[config.mk]
export PLATFORM = sky130hd
export DESIGN_NAME = mem_wb_stage
export DESIGN_NICKNAME = d
export VERILOG_FILES = /design/src/rtl/mem_wb_stage.sv
export SDC_FILE = /design/constraint.sdc
export NUM_CORES = 1
export LEC_CHECK = 0
export BUFFER_PORTS_ARGS = -buffer_cell sky130_fd_sc_hd__buf_2
export CAP_MARGIN = 20
export CELL_PAD_IN_SITES_DETAIL_PLACEMENT = 1
export CELL_PAD_IN_SITES_GLOBAL_PLACEMENT = 2
export CORE_ASPECT_RATIO = 0.6
export CORE_MARGIN = 3
export CORE_UTILIZATION = 27
export CTS_CLUSTER_SIZE = 25
export DETAILED_ROUTE_END_ITERATION = 6
export PLACE_DENSITY = 0.83
export SKIP_LAST_GASP = 1
export SLEW_MARGIN = 20
export SYNTH_ARGS = -nofsm -noshare
export SYNTH_HDL_FRONTEND = slang
export SYNTH_SLANG_ARGS = --single-unit
[constraint.sdc]
create_clock -name CLK -period 6 [get_ports CLK]
set_input_delay 1.8 -clock CLK [delete_from_list [all_inputs] [get_ports CLK]]
set_output_delay 1.8 -clock CLK [all_outputs]
set_load 0.01 [all_outputs]
[src/rtl/mem_wb_stage.sv]
// ---------------------------------------------------------------------------
// mem_wb_stage
// Memory-access stage of the pipelined MIPS core plus the MEM/WB register.
// It takes the EX/MEM outputs, drives a variable-latency data-memory bus with
// a req/ready handshake, and raises StallM while an access is outstanding so
// hazard logic can freeze EX/MEM and the earlier stages. While stalled, the
// W stage receives bubbles. Completed instructions are registered onto the
// W outputs.
//
// Optional feature macro: MEM_TIMEOUT_EN
//   When this macro is defined, a BUSY access that waits TIMEOUT cycles
//   without DMemReady is aborted. The instruction retires as a no-write
//   bubble, and the sticky MemErr flag is set. The flag clears only on rst.
//   When the macro is undefined, BUSY waits indefinitely and the MemErr port
//   does not exist.
//
// Parameters:
//   TIMEOUT    max BUSY cycles before abort (MEM_TIMEOUT_EN only), >= 2
//
// Ports:
//   CLK, rst              clock (rising edge), async active-high reset
//   RegWriteM..WriteRegM  M-stage control and data from EX/MEM
//   DMemReq/We/Addr/Wdata data-memory request side (combinational)
//   DMemRdata, DMemReady  data-memory response side
//   StallM                combinational freeze for upstream stages
//   RegWriteW..WriteRegW  registered MEM/WB outputs feeding writeback
//   MemErr                sticky timeout flag (MEM_TIMEOUT_EN only)
// ---------------------------------------------------------------------------
module mem_wb_stage #(
  parameter int TIMEOUT = 16
) (
  input  logic        CLK,
  input  logic        rst,
  input  logic        RegWriteM,
  input  logic        MemToRegM,
  input  logic        MemWriteM,
  input  logic [31:0] ALUOutM,
  input  logic [31:0] WritedataM,
  input  logic [4:0]  WriteRegM,
  output logic        DMemReq,
  output logic        DMemWe,
  output logic [31:0] DMemAddr,
  output logic [31:0] DMemWdata,
  input  logic [31:0] DMemRdata,
  input  logic        DMemReady,
  output logic        StallM,
  output logic        RegWriteW,
  output logic        MemToRegW,
  output logic [31:0] ReadDataW,
  output logic [31:0] ALUOutW,
  output logic [4:0]  WriteRegW
`ifdef MEM_TIMEOUT_EN
  ,
  output logic        MemErr
`endif
);

  typedef enum logic {IDLE, BUSY} state_t;

  state_t r_state;

  logic w_mop;
  logic w_isLoad;
  logic w_abort;
  logic w_req;
  logic w_stall;

  // A wait limit below 2 would abort every access in its first BUSY cycle.
  if (TIMEOUT < 2) begin : g_badTimeout
    $error("mem_wb_stage: TIMEOUT must be >= 2");
  end

  // If both MemToRegM and MemWriteM are set, the access is a store, so only
  // a pure MemToRegM counts as a load.
  assign w_mop    = MemToRegM | MemWriteM;
  assign w_isLoad = MemToRegM & ~MemWriteM;

`ifdef MEM_TIMEOUT_EN
  localparam int CntW = $clog2(TIMEOUT);

  logic [CntW-1:0] r_waitCnt;
  logic            r_memErr;

  // If DMemReady arrives in the abort cycle, the access completes normally.
  assign w_abort = (r_state == BUSY) & ~DMemReady &
                   (r_waitCnt == CntW'(TIMEOUT - 1));
  assign MemErr  = r_memErr;
`else
  assign w_abort = 1'b0;
`endif

  // The request and the stall are decoded from the state and the live M
  // inputs. Upstream holds those inputs stable while StallM is high.
  always_comb begin
    w_req   = 1'b0;
    w_stall = 1'b0;
    case (r_state)
      IDLE: begin
        w_req   = w_mop;
        w_stall = w_mop & ~DMemReady;
      end
      BUSY: begin
        w_req   = ~w_abort;
        w_stall = ~DMemReady & ~w_abort;
      end
      default: begin
        w_req   = 1'b0;
        w_stall = 1'b0;
      end
    endcase
  end

  // The request is masked by rst so the bus drops at once on an async reset,
  // even though the M inputs may still show a memory op.
  assign DMemReq   = w_req & ~rst;
  assign DMemWe    = MemWriteM;
  assign DMemAddr  = {ALUOutM[31:2], 2'b00};
  assign DMemWdata = WritedataM;
  assign StallM    = w_stall;

  // Access FSM and MEM/WB register. A bubble clears only the write-enable
  // bits and leaves the data fields holding their values. ReadDataW moves
  // only when a load completes.
  always_ff @(posedge CLK or posedge rst) begin
    if (rst) begin
      r_state   <= IDLE;
      RegWriteW <= 1'b0;
      MemToRegW <= 1'b0;
      ReadDataW <= 32'h0;
      ALUOutW   <= 32'h0;
      WriteRegW <= 5'h0;
`ifdef MEM_TIMEOUT_EN
      r_waitCnt <= '0;
      r_memErr  <= 1'b0;
`endif
    end else begin
      case (r_state)
        IDLE: begin
          if (w_mop & ~DMemReady) begin
            r_state   <= BUSY;
            RegWriteW <= 1'b0;
            MemToRegW <= 1'b0;
`ifdef MEM_TIMEOUT_EN
            r_waitCnt <= '0;
`endif
          end else begin
            RegWriteW <= RegWriteM;
            MemToRegW <= w_isLoad;
            ALUOutW   <= ALUOutM;
            WriteRegW <= WriteRegM;
            if (w_mop & w_isLoad) begin
              ReadDataW <= DMemRdata;
            end
          end
        end
        BUSY: begin
          if (DMemReady) begin
            r_state   <= IDLE;
            RegWriteW <= RegWriteM;
            MemToRegW <= w_isLoad;
            ALUOutW   <= ALUOutM;
            WriteRegW <= WriteRegM;
            if (w_isLoad) begin
              ReadDataW <= DMemRdata;
            end
          end else if (w_abort) begin
            // The aborted instruction retires without writing anything.
            r_state   <= IDLE;
            RegWriteW <= 1'b0;
            MemToRegW <= 1'b0;
            ALUOutW   <= ALUOutM;
            WriteRegW <= WriteRegM;
`ifdef MEM_TIMEOUT_EN
            r_memErr  <= 1'b1;
`endif
          end else begin
            RegWriteW <= 1'b0;
            MemToRegW <= 1'b0;
`ifdef MEM_TIMEOUT_EN
            r_waitCnt <= r_waitCnt + 1'b1;
`endif
          end
        end
        default: begin
          r_state <= IDLE;
        end
      endcase
    end
  end

endmodule

Word-level counts from Yosys, hierarchy flattened
Cells that the tools add are included.
{"block": "word_totals", "in_bits": 107, "register_bits": 72, "elab_cells": 43}
{"block": "classes", "muxes": 22, "bitwise": 9, "reduce_logical": 2, "n_eq_ne": 4}
{"operator": "two-way mux 32 bit", "n": 6}
{"operator": "case mux 32 bit (2 select lines)", "n": 2}
{"operator": "two-way mux 5 bit", "n": 2}
{"operator": "case mux 1 bit (2 select lines)", "n": 5}
{"operator": "case mux 5 bit (2 select lines)", "n": 1}
{"operator": "two-way mux 1 bit", "n": 6}
{"operator": "inequality test 2 bit, second input constant", "n": 3}
{"operator": "AND 1 bit", "n": 4}
{"operator": "NOT 1 bit", "n": 4}
{"operator": "AND reduction 4 bit", "n": 1}
{"operator": "inequality test 2 x 1 -> 1 bit, second input constant", "n": 1}
{"operator": "AND reduction 2 bit", "n": 1}
{"operator": "bitwise OR 1 bit", "n": 1}

Logic depth before layout (Yosys ltp)
{"block": "depth", "ltp_word": 6, "depth_mapped": 5, "mapped_depth_nobuf": 2}

Worst setup path before layout
Ideal clock, no wire load.
{"block": "synth_path", "kind": "input -> output", "startpoint": "input MemWriteM", "endpoint": "output StallM", "arrival_ns": 2.473, "path_buffers": 2, "path_stages": 4, "required_time_ns": 4.200, "setup_slack_ns": 1.727, "path_cell_list": "buf_6 -> nor3_2 -> buf_2 -> nor2_1"}
{"block": "synth_via", "elab_chain_len": 3}
{"element": "start: declaration", "line_no": "36", "text": "input logic MemWriteM,"}
{"element": "bitwise OR 1 bit", "line_no": "75", "text": "assign w_mop = MemToRegM | MemWriteM;"}
{"element": "AND 1 bit", "line_no": "100", "text": "w_stall = w_mop & ~DMemReady;"}
{"element": "case mux 1 bit (2 select lines)", "line_no": "97", "text": "case (r_state)"}
{"element": "end: declaration", "line_no": "46", "text": "output logic StallM,"}
No other way between the ends.

Worst setup path in the final report
Same ends and word-level chain as after synthesis.

==> flow_metrics.env <==
export IMPL_final_period_utilization_pct=78.64
export IMPL_die_width_um=163.0
export IMPL_first_pass_iters=4
export IMPL_viasPerCell=4.650
export IMPL_p_per_area_mw_per_mm2=300.8
export IMPL_drt_iter0_markers=99
export IMPL_clock_fmax_mhz=211.9
export IMPL_crit_start="MemWriteM"
export IMPL_crit_path_frequent_cell="buf_2"
export IMPL_antenna_found_initial=1
export IMPL_grt_max_degree=77
export IMPL_crit_path_end_kind="primary output"
export IMPL_drc=0
export IMPL_relSlewSlack_pct=42.36
export IMPL_cp_arrival_ns=2.92
export IMPL_setup_viol=0
export IMPL_grt_pass1_vias=3241
export IMPL_crit_fanout=19
export IMPL_clk_path_buf_depth=2
export IMPL_setup_ws_ns=1.281
export IMPL_start_util_pct=28.46
export IMPL_place_area_mm2=0.004518
export IMPL_ant_nets=0
export IMPL_r2r_setup_slack_ns=3.69
export IMPL_grt_setup_unrepaired="false"
export IMPL_crit_buf_inv=2
export IMPL_cts_root_buf="clkbuf_16"
export IMPL_ys_warn_count=0
export IMPL_cp_slowest_cell="nor3_4"
export IMPL_critical_path_required_ns=4.20
export IMPL_ir_drop_v=0.0001466
export IMPL_cts_max_level=3
export IMPL_synthCells=352
export IMPL_synth_area_leaders="dfrtp_1, buf_4, or4b_1"
export IMPL_layout_drive_gt1_share_pct=52.39
export IMPL_cts_setup_buffers=0
export IMPL_timing_final_crit_period_ns=4.719
export IMPL_synth_top_area_share_pct=45.10
export IMPL_grt_remaining_overflow=0
export IMPL_die_h_um=100.2
export IMPL_synth_seq_cells=72
export IMPL_crit_family="simple AND/OR/NAND/NOR gates"
export IMPL_area_growth_pct=20.98
export IMPL_die_area_mm2=0.01634
export IMPL_hold_violations=0
export IMPL_setup_worst_path_class="input port to primary output"
export IMPL_hpwl_um=7830
export IMPL_syn_area_mm2=0.003995
export IMPL_syn_mean_instance_area_um2=11.35
export IMPL_clock_sinks=72
export IMPL_num_vias=3032
export IMPL_status="completed"
export IMPL_io_pins=245
export IMPL_routabilityCongestion=0.7211
export IMPL_postCtsHoldBufs=0
export IMPL_worstMarginPinSlew_ns=0.8618
export IMPL_drv_slew=0
export IMPL_grt_pass1_wl_um=17870
export IMPL_synth_cell_types=18
export IMPL_hp_class="register to register"
export IMPL_crit_chain="buf_2 -> nor3_4 -> nor2_1 -> buf_2"
export IMPL_antenna_cells=0
export IMPL_fin_skew_ns=0.008691
export IMPL_fillers=1617
export IMPL_rows=33
export IMPL_pre_cts_ws_ns=1.226
export IMPL_cts_tree="built"
export IMPL_min_delay_start="ReadDataW[10]"
export IMPL_final_setup_tns_ns=0
export IMPL_drt_total_wl_um=11250
export IMPL_seq_area_frac_synth_pct=45.10
export IMPL_grt_util_all_layers_pct=13.92
export IMPL_clk_pin_slew_ns=0.06
export IMPL_clk_latency_ns=0.33
export IMPL_postLayoutCellArea_mm2=0.004833
export IMPL_cts_buffers=9
export IMPL_yosys_area_top_type="dfrtp_1"
export IMPL_power_leakage_uw=0.002319
export IMPL_worstReg2RegStart="r_state"
export IMPL_postCtsResizedCells=0
export IMPL_coreArea_mm2=0.01404
export IMPL_wire_per_inst_um=17.25
export IMPL_io_buffers=178
export IMPL_cpPeakStageDelay_ns=0.70
export IMPL_fin_nets=562
export IMPL_cp_start_kind="input port"
export IMPL_whs_ns=0.4909
export IMPL_max_cap_violations=0
export IMPL_utilization_pct=34.43
[power by group]
group / switching (uW) / internal [uW]
Clock: 222 / 347
Sequential: 40.8 / 555
Combinational: 156 / 133
[per-layer routing]
metal | global-route usage, % | wire, um | up-vias
met5 | 0 | 13 | -
met3 | 4.577 | 717 | 16
li1 | - | - | 1377
met2 | 22.83 | 5226 | 115
met1 | 17.75 | 5148 | 1522
met4 | 3.704 | 140 | 2
[synth_stat cells]
library cell,number
buf_2,10
buf_4,66
buf_6,7
clkbuf_1,9
conb_1,1
dfrtp_1,72
inv_1,2
mux2_1,14
mux2_2,18
nand2_1,37
nand2b_1,37
nand3b_4,1
nor2_1,2
nor3_2,1
o211ai_1,17
o211ai_2,20
o21a_1,1
or4b_1,37
[cell families after synthesis]
kind of cell | synth area share, %
compound gates | 9.646
flops | 45.10
simple gates | 19.48
other cells | 0.09387
mux | 9.020
buf+inv | 16.66
[layout by cell type (no fill, tap or decap)]
cell / n
bufinv_16: 1
clkbuf_16: 9
nand3b_4: 1
nor3_4: 1
dfrtp_1: 71
or4b_1: 37
buf_2: 178
clkinv_2: 1
mux2_1: 14
nand2b_1: 37
mux2_2: 18
clkinv_4: 1
conb_1: 2
o21a_1: 1
inv_6: 1
inv_1: 1
clkbuf_8: 2
o211ai_1: 17
dfrtp_2: 1
buf_4: 5
nand2_1: 37
nor2_1: 2
clkinvlp_4: 2
o211ai_2: 20
[worst register-to-register path, delay by kind of cell (launching register included)]
family	cells	cell delay, ns
buffers and inverters	1	0.52
AOI/OAI and AO/OA	1	0.16
and+or+nand+nor	1	0.82
DFF	1	0.67
[metrics by stage]
step | total power (uW) | cells
final | 1454 | 652
after global routing | 1536 | 652
after CTS | 1482 | 652
after detailed placement | 900.1 | 636
after global placement | 884.9 | 636
after floorplan | 791.1 | 353
[state kept, by name, indices dropped and copies added, names as in the netlist]
| register | flops |
|---|---|
| WriteRegW | 5 |
| ALUOutW | 32 |
| MemToRegW | 1 |
| ReadDataW | 32 |
| RegWriteW | 1 |
| r_state | 1 |
[path summary, 6_finish.rpt]
check	end	cells after the start
max	StallM	4
min	ReadDataW[10]	1
max reg2reg	WriteRegW[0]	3
min reg2reg	ReadDataW[10]	1
max in group asynchronous	r_state	3
min in group asynchronous	ReadDataW[28]	2
[final cells by class]
| class | count | area, um2 | area share (%) |
|---|---|---|---|
| clock buffer | 11 | 252.7 | 5.229 |
| inverter | 2 | 8.758 | 0.1812 |
| timing repair buffer | 183 | 928.4 | 19.21 |
| tap | 192 | 240.2 | 4.970 |
| multi-input combinational | 187 | 1538 | 31.81 |
| clock inverter | 5 | 62.56 | 1.294 |
| sequential | 72 | 1803 | 37.30 |
(Power assumes the default switching activity.)
